$ cat src/rtl/bus_wrr_arbiter_pkg.sv
// bus_arb_pkg: shared types and helpers for the weighted round-robin bus arbiter.
//   arb_state_e : arbiter FSM states.
//   ID_W        : width of the destination field at the top of each packet.
//   dest_of     : extracts the destination byte from a packet of a given width.
//   push_mask   : delivery lanes for a destination/source pair.
package bus_arb_pkg;

    typedef enum logic [1:0] {IDLE, POP, PUSH} arb_state_e;

    localparam int unsigned ID_W      = 8;
    // Upper bounds for the helper functions; packets and driver counts must fit.
    localparam int unsigned MAX_PKT_W = 64;
    localparam int unsigned MAX_DRVRS = 16;

    // Destination is the top ID_W bits of a packet that is sz bits wide.
    function automatic logic [ID_W-1:0] dest_of(input logic [MAX_PKT_W-1:0] pkt,
                                                input int unsigned sz);
        return ID_W'(pkt >> (sz - ID_W));
    endfunction

    // Broadcast hits every driver except the source; a unicast hits only a valid
    // driver other than the source; anything else yields an empty mask (drop).
    function automatic logic [MAX_DRVRS-1:0] push_mask(input logic [ID_W-1:0] dest,
                                                       input int unsigned src,
                                                       input logic [ID_W-1:0] broadcast,
                                                       input int unsigned n);
        logic [MAX_DRVRS-1:0] m;
        m = '0;
        for (int unsigned i = 0; i < MAX_DRVRS; i++) begin
            if (i < n && i != src && (dest == broadcast || dest == ID_W'(i))) begin
                m[i] = 1'b1;
            end
        end
        return m;
    endfunction

endpackage

$ cat src/rtl/bus_wrr_arbiter_if.sv
// bus_wrr_arbiter_if: driver-FIFO bus between the arbiter and its drivers.
//   pndng/D_pop         : per-driver FIFO non-empty flag and head packet.
//   pop                 : one-hot FIFO read strobe.
//   push/D_push         : delivery strobes and delivered packet (all lanes equal).
//   cfg_we/id/quota     : per-driver burst quota programming.
//   busy/grant_id       : arbiter activity and current/last granted driver.
//   err_drop            : pulse when a packet is discarded.
// Modport master is the arbiter side, slave is the driver/testbench side.
interface bus_wrr_arbiter_if #(
    parameter int unsigned drvrs   = 4,
    parameter int unsigned pckg_sz = 16,
    parameter int unsigned QW      = 4
);
    localparam int unsigned IW = (drvrs > 1) ? $clog2(drvrs) : 1;

    logic [drvrs-1:0]              pndng;
    logic [drvrs-1:0][pckg_sz-1:0] D_pop;
    logic [drvrs-1:0]              pop;
    logic [drvrs-1:0]              push;
    logic [drvrs-1:0][pckg_sz-1:0] D_push;
    logic                          cfg_we;
    logic [IW-1:0]                 cfg_id;
    logic [QW-1:0]                 cfg_quota;
    logic                          busy;
    logic [IW-1:0]                 grant_id;
    logic                          err_drop;

    modport master (
        input  pndng, D_pop, cfg_we, cfg_id, cfg_quota,
        output pop, push, D_push, busy, grant_id, err_drop
    );

    modport slave (
        output pndng, D_pop, cfg_we, cfg_id, cfg_quota,
        input  pop, push, D_push, busy, grant_id, err_drop
    );

endinterface

$ cat src/rtl/bus_wrr_arbiter_rr_pick.sv
// rr_pick: combinational wrapping priority picker.
//   req     : request vector.
//   ptr     : position with highest priority; priority falls off with wrapping distance.
//   gnt_id  : first set request at or after ptr.
//   gnt_vld : any request set.
module rr_pick #(
    parameter int unsigned N = 4,
    localparam int unsigned IW = (N > 1) ? $clog2(N) : 1
) (
    input  logic [N-1:0]  req,
    input  logic [IW-1:0] ptr,
    output logic [IW-1:0] gnt_id,
    output logic          gnt_vld
);

    logic [IW-1:0] idx;

    always_comb begin
        gnt_id  = '0;
        gnt_vld = 1'b0;
        idx     = '0;
        // Scan from the farthest offset back toward ptr so the nearest request wins.
        for (int i = int'(N) - 1; i >= 0; i--) begin
            idx = IW'((int'(ptr) + i) % int'(N));
            if (req[idx]) begin
                gnt_id  = idx;
                gnt_vld = 1'b1;
            end
        end
    end

endmodule

$ cat src/rtl/bus_wrr_arbiter.sv
// bus_wrr_arbiter: weighted round-robin arbiter and packet router for driver FIFOs.
// Grants one driver at a time for up to quota[driver] packets, pops each packet and
// pushes it to its destination driver, to all other drivers on broadcast, or drops it.
//   clk   : rising-edge clock.
//   reset : asynchronous, active-high.
//   bus   : driver bus (see bus_wrr_arbiter_if), master side.
module bus_wrr_arbiter import bus_arb_pkg::*; #(
    parameter int unsigned     drvrs     = 4,
    parameter int unsigned     pckg_sz   = 16,
    parameter logic [ID_W-1:0] broadcast = 8'hFF,
    parameter int unsigned     QW        = 4,
    localparam int unsigned    IW        = (drvrs > 1) ? $clog2(drvrs) : 1
) (
    input logic              clk,
    input logic              reset,
    bus_wrr_arbiter_if.master bus
);

    arb_state_e       state_q, state_d;
    logic [IW-1:0]    grant_q, grant_d;
    logic [IW-1:0]    rr_ptr_q, rr_ptr_d;
    logic [QW-1:0]    cnt_q, cnt_d;
    logic [pckg_sz-1:0] pkt_q, pkt_d;
    logic [QW-1:0]    quota_q [drvrs];

    logic [IW-1:0]    pick_id;
    logic             pick_vld;
    logic [IW-1:0]    next_ptr;
    logic [drvrs-1:0] mask;

    rr_pick #(.N(drvrs)) u_pick (
        .req     (bus.pndng),
        .ptr     (rr_ptr_q),
        .gnt_id  (pick_id),
        .gnt_vld (pick_vld)
    );

    assign next_ptr     = (grant_q == IW'(drvrs - 1)) ? '0 : grant_q + IW'(1);
    assign bus.grant_id = grant_q;

    always_comb begin
        state_d      = state_q;
        grant_d      = grant_q;
        rr_ptr_d     = rr_ptr_q;
        cnt_d        = cnt_q;
        pkt_d        = pkt_q;
        bus.pop      = '0;
        bus.push     = '0;
        bus.D_push   = '0;
        bus.err_drop = 1'b0;
        bus.busy     = (state_q != IDLE);
        mask = drvrs'(push_mask(dest_of(MAX_PKT_W'(pkt_q), pckg_sz), 32'(grant_q),
                                broadcast, drvrs));

        unique case (state_q)
            IDLE: begin
                if (pick_vld) begin
                    grant_d = pick_id;
                    // Quota is sampled only here, so writes never alter a running burst.
                    cnt_d   = quota_q[pick_id];
                    state_d = POP;
                end
            end
            POP: begin
                if (bus.pndng[grant_q]) begin
                    bus.pop[grant_q] = 1'b1;
                    pkt_d            = bus.D_pop[grant_q];
                    state_d          = PUSH;
                end else begin
                    rr_ptr_d = next_ptr;
                    state_d  = IDLE;
                end
            end
            PUSH: begin
                bus.D_push   = {drvrs{pkt_q}};
                bus.push     = mask;
                bus.err_drop = (mask == '0);
                cnt_d        = cnt_q - QW'(1);
                if (cnt_d != '0 && bus.pndng[grant_q]) begin
                    state_d = POP;
                end else begin
                    rr_ptr_d = next_ptr;
                    state_d  = IDLE;
                end
            end
            default: state_d = IDLE;
        endcase
    end

    always_ff @(posedge clk or posedge reset) begin
        if (reset) begin
            state_q  <= IDLE;
            grant_q  <= '0;
            rr_ptr_q <= '0;
            cnt_q    <= '0;
            pkt_q    <= '0;
            for (int i = 0; i < int'(drvrs); i++) begin
                quota_q[i] <= QW'(1);
            end
        end else begin
            state_q  <= state_d;
            grant_q  <= grant_d;
            rr_ptr_q <= rr_ptr_d;
            cnt_q    <= cnt_d;
            pkt_q    <= pkt_d;
            if (bus.cfg_we && 32'(bus.cfg_id) < drvrs) begin
                // A zero quota would never end a burst cleanly; store it as one.
                quota_q[bus.cfg_id] <= (bus.cfg_quota == '0) ? QW'(1) : bus.cfg_quota;
            end
        end
    end

endmodule

$ cat src/flat_wrapper.sv
// flat-port wrapper written by rule: the top's interface ports become plain ports
module bus_wrr_arbiter_flat import bus_arb_pkg::*;
#(
    parameter int unsigned     drvrs     = 4,
    parameter int unsigned     pckg_sz   = 16,
    parameter logic [ID_W-1:0] broadcast = 8'hFF,
    parameter int unsigned     QW        = 4,
    localparam int unsigned    IW        = (drvrs > 1) ? $clog2(drvrs) : 1
)
  (clk, reset, bus_pndng, bus_D_pop, bus_cfg_we, bus_cfg_id, bus_cfg_quota, bus_pop, bus_push, bus_D_push, bus_busy, bus_grant_id, bus_err_drop);
  bus_wrr_arbiter_if #(.drvrs(drvrs), .pckg_sz(pckg_sz), .QW(QW)) bus_i ();
  input logic clk;
  input logic reset;
  input wire logic [$bits(bus_i.pndng)-1:0] bus_pndng;
  input wire logic [$bits(bus_i.D_pop)-1:0] bus_D_pop;
  input wire logic [$bits(bus_i.cfg_we)-1:0] bus_cfg_we;
  input wire logic [$bits(bus_i.cfg_id)-1:0] bus_cfg_id;
  input wire logic [$bits(bus_i.cfg_quota)-1:0] bus_cfg_quota;
  output wire logic [$bits(bus_i.pop)-1:0] bus_pop;
  output wire logic [$bits(bus_i.push)-1:0] bus_push;
  output wire logic [$bits(bus_i.D_push)-1:0] bus_D_push;
  output wire logic [$bits(bus_i.busy)-1:0] bus_busy;
  output wire logic [$bits(bus_i.grant_id)-1:0] bus_grant_id;
  output wire logic [$bits(bus_i.err_drop)-1:0] bus_err_drop;
  assign bus_i.pndng = bus_pndng;
  assign bus_i.D_pop = bus_D_pop;
  assign bus_i.cfg_we = bus_cfg_we;
  assign bus_i.cfg_id = bus_cfg_id;
  assign bus_i.cfg_quota = bus_cfg_quota;
  assign bus_pop = bus_i.pop;
  assign bus_push = bus_i.push;
  assign bus_D_push = bus_i.D_push;
  assign bus_busy = bus_i.busy;
  assign bus_grant_id = bus_i.grant_id;
  assign bus_err_drop = bus_i.err_drop;
  bus_wrr_arbiter #(.drvrs(drvrs), .pckg_sz(pckg_sz), .broadcast(broadcast), .QW(QW)) u_core (.clk(clk), .reset(reset), .bus(bus_i));
endmodule
$ cat config.mk
export PLATFORM = sky130hd
export DESIGN_NAME = bus_wrr_arbiter_flat
export DESIGN_NICKNAME = d
export VERILOG_FILES = /design/src/rtl/bus_wrr_arbiter_pkg.sv /design/src/rtl/bus_wrr_arbiter_if.sv /design/src/rtl/bus_wrr_arbiter_rr_pick.sv /design/src/rtl/bus_wrr_arbiter.sv /design/src/flat_wrapper.sv
export SDC_FILE = /design/constraint.sdc
export NUM_CORES = 1
export LEC_CHECK = 0
export CAP_MARGIN = 20
export CORE_ASPECT_RATIO = 1.4
export CORE_MARGIN = 1.5
export CORE_UTILIZATION = 41
export DETAILED_ROUTE_END_ITERATION = 8
export GPL_TIMING_DRIVEN = 1
export PLACE_DENSITY_LB_ADDON = 0.1
export SLEW_MARGIN = 20
export SYNTH_ARGS = -nofsm -noshare
export SYNTH_HDL_FRONTEND = slang
export SYNTH_SLANG_ARGS = --single-unit
$ cat constraint.sdc
create_clock -name clk -period 2.7 [get_ports clk]
set_clock_uncertainty 0.1 [all_clocks]
set_input_delay 0.54 -clock clk [delete_from_list [all_inputs] [get_ports clk]]
set_output_delay 0.54 -clock clk [all_outputs]
set_load 0.01 [all_outputs]
Word-level counts from Yosys, hierarchy flattened
Index checks and enable logic that the tools add are counted.

storage, ports and cells
  register bits = 42
  input port bits = 77
  output and inout port bits = 76
  logic and storage cells = 110

operators by class
  add/subtract/negate cells = 5
  magnitude comparators = 9
  eq/ne operators = 13
  mux-type cells = 48
  bitwise operators = 2
  reduce and logical (&&, ||, !) cells = 24

operators by type and width
  operator                                                                count
  64-bit two-way mux                                                      1
  16-bit binary-select mux with 2-bit select                              1
  4-bit two-way mux                                                       8
  2-bit two-way mux                                                       9
  16-bit bitwise mux                                                      1
  8-bit by 2-bit equality test with 1-bit output (second input constant)  2
  1-bit two-way mux                                                       16
  16-bit two-way mux                                                      1
  2-bit by 3-bit < comparator with 1-bit output (second input constant)   5
  1-bit binary-select mux with 2-bit select                               5
  4-bit binary-select mux with 2-bit select                               1
  4-bit demux with 2-bit select                                           1
  8-bit by 1-bit equality test with 1-bit output (second input constant)  1
  8-bit equality test (second input constant)                             1
  4-bit zero test                                                         2
  8-bit zero test                                                         1
  4-bit one-hot mux with 2 select lines                                   1
  2-bit nonzero test                                                      4
  1-bit logical AND                                                       7
  3-bit greater-or-equal comparator (second input constant)               2
  2-bit NOT with 3-bit output                                             2
  2-bit one-hot mux with 3 select lines                                   1
  2-bit AND reduction                                                     3
  2-bit by 1-bit adder with 2-bit output (second input constant)          2
  16 further kinds                                                        23

Depth between registers and ports, before layout
  depth in word-level cells = 13
  gate-level depth with buffers = 8
  depth with buffers taken out = 8

Hierarchy
From an unflattened synthesis, not the netlist that was laid out.

unflattened totals
  cells, all modules = 276
  area, all modules = 3032.9 sq um

by module, submodules not included
  module           times used  cells each  area each (sq um)  sequential area each (sq um)
  bus_wrr_arbiter  1           263         2955.3             1056.0
  rr_pick          1           13          77.6               0.0

Least setup slack after synthesis
Ideal clock, no wire load.

  kind = reg2out
  from = reg u_core.grant_q[1], in the netlist u_core.bus.grant_id[1]
  to = out bus_err_drop
  arrival = 1.865 ns
  setup slack = 0.195 ns
  stages on the path, launching flop included = 9
  cell sequence = dfrtp_1 buf_2 buf_1 inv_1 ha_1 mux2_2 nor2_1 o21ai_0 nor4bb_1

between the ends
  longest elaborated chain between the ends = 5

ends and longest elaborated chain
  item                                                                      RTL line                   source
  from (decl)                                                               bus_wrr_arbiter.sv:20      logic [IW-1:0] grant_q, grant_d;
  from (signal assigned)                                                    bus_wrr_arbiter.sv:102     grant_q <= grant_d;
  1-bit by 2-bit inequality test with 1-bit output (tied with other cells)  bus_wrr_arbiter_pkg.sv:30  if (i < n && i != src && (dest == broadcast || dest == ID_W'(i))) begin
  1-bit logical AND                                                         bus_wrr_arbiter_pkg.sv:30
  1-bit two-way mux                                                         bus_wrr_arbiter_pkg.sv:30
  4-bit zero test *                                                         bus_wrr_arbiter.sv:77      bus.err_drop = (mask == '0);
  1-bit two-way mux *                                                       bus_wrr_arbiter.sv:55      unique case (state_q)
  to (decl)                                                                 flat_wrapper.sv:24         output wire logic [$bits(bus_i.err_drop)-1:0] bus_err_drop;

Every way passes the cells marked *; elsewhere a longest branch is shown, timed or not.

Worst setup path after layout
  from = in bus_pndng[3]
  to = out bus_pop[0]

between the ends
  longest elaborated chain between the ends = 4

ends and longest elaborated chain
  item                                       RTL line               source
  from (decl)                                flat_wrapper.sv:14     input wire logic [$bits(bus_i.pndng)-1:0] bus_pndng;
  1-bit binary-select mux with 2-bit select  bus_wrr_arbiter.sv:65  if (bus.pndng[grant_q]) begin
  1-bit two-way mux (implied by the code)    bus_wrr_arbiter.sv:65
  4-bit two-way mux                          bus_wrr_arbiter.sv:65
  4-bit two-way mux                          bus_wrr_arbiter.sv:55
  to (decl)                                  flat_wrapper.sv:19     output wire logic [$bits(bus_i.pop)-1:0] bus_pop;

Every way passes these cells. The select of a mux whose other input is x is not followed.

==> metrics.txt <==
# TYPE chip_impl_metric gauge
chip_impl_metric{name="cts_buffer_depth",unit=""} 2
chip_impl_metric{name="clk_pin_slew_worst_paths",unit="ps"} 80
chip_impl_metric{name="power.static_leakage",unit="nW"} 2.15
chip_impl_metric{name="starting_density",unit="%"} 42.6
chip_impl_metric{name="max-vdd-ir-drop",unit="mV"} 0.390
chip_impl_metric{name="cap_viol_max_count",unit=""} 0
chip_impl_metric{name="ratio_of_final_minimum_period_to_clock_period",unit="%"} 98.6
chip_impl_metric{name="fin_util",unit="%"} 63.9
chip_impl_info{name="timing.rr.end",value="u_core.rr_ptr_q[0]"} 1
chip_impl_info{name="holdCritPathClass",value="input port to async pin"} 1
chip_impl_metric{name="cp_max_fo",unit=""} 4
chip_impl_info{name="worst_r2r_startpoint",value="u_core.bus.grant_id[0]"} 1
chip_impl_metric{name="post-route-drc-count",unit=""} 0
chip_impl_metric{name="syn_to_final_growth",unit="%"} 50.2
chip_impl_metric{name="track_usage",unit="%"} 20.0
chip_impl_metric{name="max-slew-margin-rel",unit="%"} 67.0
chip_impl_info{name="crit_family",value="buffers and inverters"} 1
chip_impl_metric{name="numCtsBuffers",unit=""} 5
chip_impl_metric{name="unique_cell_type_count_in_the_yosys_netlist",unit=""} 48
chip_impl_metric{name="share_of_cells_above_drive_strength_1",unit="%"} 26.7
chip_impl_metric{name="first_iter_violations",unit=""} 105
chip_impl_metric{name="p_total",unit="mW"} 3.97
chip_impl_metric{name="dp_slack",unit="ps"} -209
chip_impl_metric{name="detailroute.via_count",unit=""} 2548
chip_impl_metric{name="ctsHoldBuffers",unit=""} 0
chip_impl_metric{name="r2r_slack",unit="ps"} 480
chip_impl_metric{name="die_area",unit="sq mm"} 0.00823
chip_impl_metric{name="io-pin-count",unit=""} 153
chip_impl_metric{name="detail_route.first_pass.iterations",unit=""} 4
chip_impl_metric{name="tritoncts_num_sinks",unit=""} 42
chip_impl_metric{name="htree_levels",unit=""} 2
chip_impl_info{name="timing.critical_path.slowest_stage_cell",value="sky130_fd_sc_hd__mux4_2"} 1
chip_impl_info{name="synth-main-ff-cell",value="sky130_fd_sc_hd__dfrtp_1"} 1
chip_impl_info{name="clock_tree_from_tritoncts",value="done"} 1
chip_impl_metric{name="grt_first_pass_wirelength",unit="um"} 13100
chip_impl_metric{name="design.core.area",unit="sq mm"} 0.00741
chip_impl_metric{name="total_of_warnings_raised_by_yosys",unit=""} 0
chip_impl_metric{name="fp-row-count",unit=""} 37
chip_impl_metric{name="gp_congestion",unit=""} 0.775
chip_impl_metric{name="overflow_left_after_global_routing",unit=""} 0
chip_impl_metric{name="synth.yosys.seq_area_share",unit="%"} 33.5
chip_impl_metric{name="crit_path_max_incr_delay",unit="ps"} 570
chip_impl_info{name="synth.top_cells.by_area",value="sky130_fd_sc_hd__dfrtp_1, sky130_fd_sc_hd__mux4_2, sky130_fd_sc_hd__buf_4, sky130_fd_sc_hd__mux2_2, sky130_fd_sc_hd__ha_1"} 1
chip_impl_metric{name="worst-slew-pin-transition",unit="ps"} 495
chip_impl_metric{name="setup_viol_count_final",unit=""} 0
chip_impl_metric{name="die-width",unit="um"} 77.1
chip_impl_metric{name="pd_cells",unit="mW/mm^2"} 838
chip_impl_metric{name="placement.io_buffers",unit=""} 152
chip_impl_metric{name="synth_edf_count",unit=""} 0
chip_impl_info{name="setup_repair_after_global_routing_missed_its_margin",value="true"} 1
chip_impl_metric{name="postSynthRegisterBits",unit=""} 42
chip_impl_info{name="synth_top_cell_by_area",value="sky130_fd_sc_hd__dfrtp_1"} 1
chip_impl_metric{name="finalWorstSetupSlack",unit="ps"} 38.3
chip_impl_metric{name="syn-instance-count",unit=""} 281
chip_impl_metric{name="finish.cell_count_without_fillers",unit=""} 505
chip_impl_metric{name="dp_hpwl",unit="um"} 6440
chip_impl_info{name="setup_crit_end_kind",value="output port"} 1
chip_impl_metric{name="antenna_found_initial",unit=""} 0
chip_impl_metric{name="critical_path_buf_inv_count",unit=""} 2
chip_impl_metric{name="worstPathArrival",unit="ps"} 2020
chip_impl_metric{name="worst_r2r_path_depth",unit=""} 8
chip_impl_metric{name="netlist_area",unit="sq mm"} 0.00315
chip_impl_metric{name="number_of_pins_exceeding_their_max_slew_limit_in_the_final_report",unit=""} 0
chip_impl_metric{name="postSynth.asyncResetShare",unit="%"} 100
chip_impl_info{name="timing.critical_path.from_type",value="input port"} 1
chip_impl_metric{name="worst_skew_pair.late_latency",unit="ps"} 290
chip_impl_metric{name="synth_area_per_cell",unit="sq um"} 11.2
chip_impl_metric{name="grt_pass1_vias",unit=""} 2641
chip_impl_metric{name="floorplan.die.height",unit="um"} 107
chip_impl_metric{name="diode_count",unit=""} 0
chip_impl_metric{name="hold_violations",unit=""} 0
chip_impl_metric{name="timing.fmax",unit="MHz"} 376
chip_impl_info{name="cts-root-buf",value="sky130_fd_sc_hd__clkbuf_8"} 1
chip_impl_metric{name="syn-num-nets",unit=""} 368
chip_impl_metric{name="min_period",unit="ps"} 2660
chip_impl_metric{name="route.antenna.remaining_nets",unit=""} 0
chip_impl_metric{name="wirelength",unit="um"} 8040
chip_impl_info{name="path_class",value="input port to output port"} 1
chip_impl_metric{name="placedCellCount",unit=""} 494
chip_impl_metric{name="route.detailed.vias_per_inst",unit=""} 5.05
chip_impl_info{name="worstPathCellList",value="clkdlybuf4s50_1 > mux4_2 > and3_1 > dlygate4sd2_1"} 1
chip_impl_metric{name="post-synth-top-area-fraction",unit="%"} 30.2
chip_impl_info{name="yosys.cell_count.top_type",value="sky130_fd_sc_hd__buf_4"} 1
chip_impl_info{name="outcome",value="finished clean"} 1
chip_impl_metric{name="worstPathRequired",unit="ps"} 2060
chip_impl_metric{name="maximum_number_of_pins_on_one_net_before_global_route_repair",unit=""} 39
chip_impl_metric{name="routed_wire_length_per_instance",unit="um"} 15.9
chip_impl_metric{name="finalNetCount",unit=""} 495
chip_impl_info{name="synthTopCellsByCount",value="sky130_fd_sc_hd__buf_4, sky130_fd_sc_hd__dfrtp_1, sky130_fd_sc_hd__mux2_2, sky130_fd_sc_hd__and2_1, sky130_fd_sc_hd__mux4_2"} 1
## worst max-delay path by stage
stage / from / end / slack (ps) / cells after the start
after floorplan: u_core.bus.grant_id[1] / bus_err_drop / 200 / 8
after global placement: bus_pndng[3] / bus_pop[0] / -170 / 4
after detailed placement: bus_pndng[3] / bus_pop[3] / -210 / 4
after CTS: u_core.state_q[0] / bus_push[3] / 8 / 5
after global routing: u_core.pkt_q[15] / bus_push[2] / -30 / 8
final: bus_pndng[3] / bus_pop[0] / 40 / 4
## metal layers
metal	wire length [um]	vias to the layer above	track usage [%]
met3	432	11	4.09
li1	-	1209	-
met5	0	-	0
met4	169	0	6.62
met2	4640	84	39.8
met1	2790	1244	20.4
## state kept, by name (all words and copies together) (netlist names)
name and flops:
u_core.quota_q 16, u_core.bus.grant_id 2, u_core.rr_ptr_q 2, u_core.cnt_q 4, u_core.pkt_q 16, u_core.state_q 2
## cell families (layout without fill, tap and decap cells)
| group | count (synthesis) | count (layout) | synth area share, % |
|---|---|---|---|
| DFF | 42 | 42 | 33.5 |
| AOI/OAI and AO/OA | 29 | 29 | 6.67 |
| adders and majority gates | 10 | 10 | 3.97 |
| buffers and inverters | 68 | 195 | 14.3 |
| and+or+nand+nor | 69 | 69 | 13.5 |
| muxes | 63 | 63 | 28.1 |
## layout make-up
cell class / instances / area [sq um]
clock buffer: 6 / 82.6
clock inverter: 1 / 30.0
fill: 594 / 2670
inverter: 12 / 45.0
multi-input combinational: 171 / 1680
sequential: 42 / 1060
tap: 97 / 121
timing repair buffer: 176 / 1720
## stage by stage
stage	cell area [sq um]	hold slack, ps	TNS [ps]
after CTS	4690	317	0
after detailed placement	4540	373	-735
final	4730	329	0
after global routing	4730	327	-95.1
after global placement	4540	366	-585
after floorplan	3150	356	0
## where the power goes
group	internal, mW	switching (mW)	total [mW]
clock	0.296	0.210	0.506
sequential	0.889	0.226	1.12
combinational	1.36	0.981	2.34
total	2.55	1.42	3.97
## worst register-to-register path, stage by stage (launching register included)
cell and delay (ps):
sky130_fd_sc_hd__dfrtp_2 430, sky130_fd_sc_hd__buf_4 150, sky130_fd_sc_hd__mux4_2 580, sky130_fd_sc_hd__buf_6 160, sky130_fd_sc_hd__buf_4 120, sky130_fd_sc_hd__buf_4 120, sky130_fd_sc_hd__o21ai_0 60, sky130_fd_sc_hd__nand2_1 110
sky130_fd_sc_hd__mux2_2 280
## layout by cell type (no fill, tap or decap), types with 2 or more instances in the layout
master                            instances
sky130_fd_sc_hd__dfstp_2                  4
sky130_fd_sc_hd__ha_1                    10
sky130_fd_sc_hd__mux4_2                  17
sky130_fd_sc_hd__clkbuf_2                 2
sky130_fd_sc_hd__and2_1                  13
sky130_fd_sc_hd__a21oi_1                  4
sky130_fd_sc_hd__dfrtp_1                 37
sky130_fd_sc_hd__nand3_1                  2
sky130_fd_sc_hd__mux2i_1                 12
sky130_fd_sc_hd__dlymetal6s2s_1          11
sky130_fd_sc_hd__mux2_2                  33
sky130_fd_sc_hd__o21ai_0                 10
sky130_fd_sc_hd__buf_4                   22
sky130_fd_sc_hd__dlygate4sd2_1            4
sky130_fd_sc_hd__and3_1                   5
sky130_fd_sc_hd__clkdlybuf4s50_1        134
sky130_fd_sc_hd__nor3_1                   2
sky130_fd_sc_hd__and2_4                   4
sky130_fd_sc_hd__nor2_2                   2
sky130_fd_sc_hd__nand3b_1                 2
sky130_fd_sc_hd__a21oi_2                  3
sky130_fd_sc_hd__nand2_1                  9
sky130_fd_sc_hd__nor3b_1                  3
sky130_fd_sc_hd__clkbuf_8                 6
sky130_fd_sc_hd__a221o_1                  2
sky130_fd_sc_hd__inv_1                   11
sky130_fd_sc_hd__a31oi_1                  2
sky130_fd_sc_hd__nor2_1                  10
sky130_fd_sc_hd__buf_6                    2
## timing repair
item | CTS | global route
pin swaps | 1 | 3
hold endpoints to repair | 0 | 0
resized for setup | 14 | 24
buffers inserted | 4 | 0
endpoints found under the setup margin | 7 | 38
No activity file was read; power rests on OpenSTA's default activity.
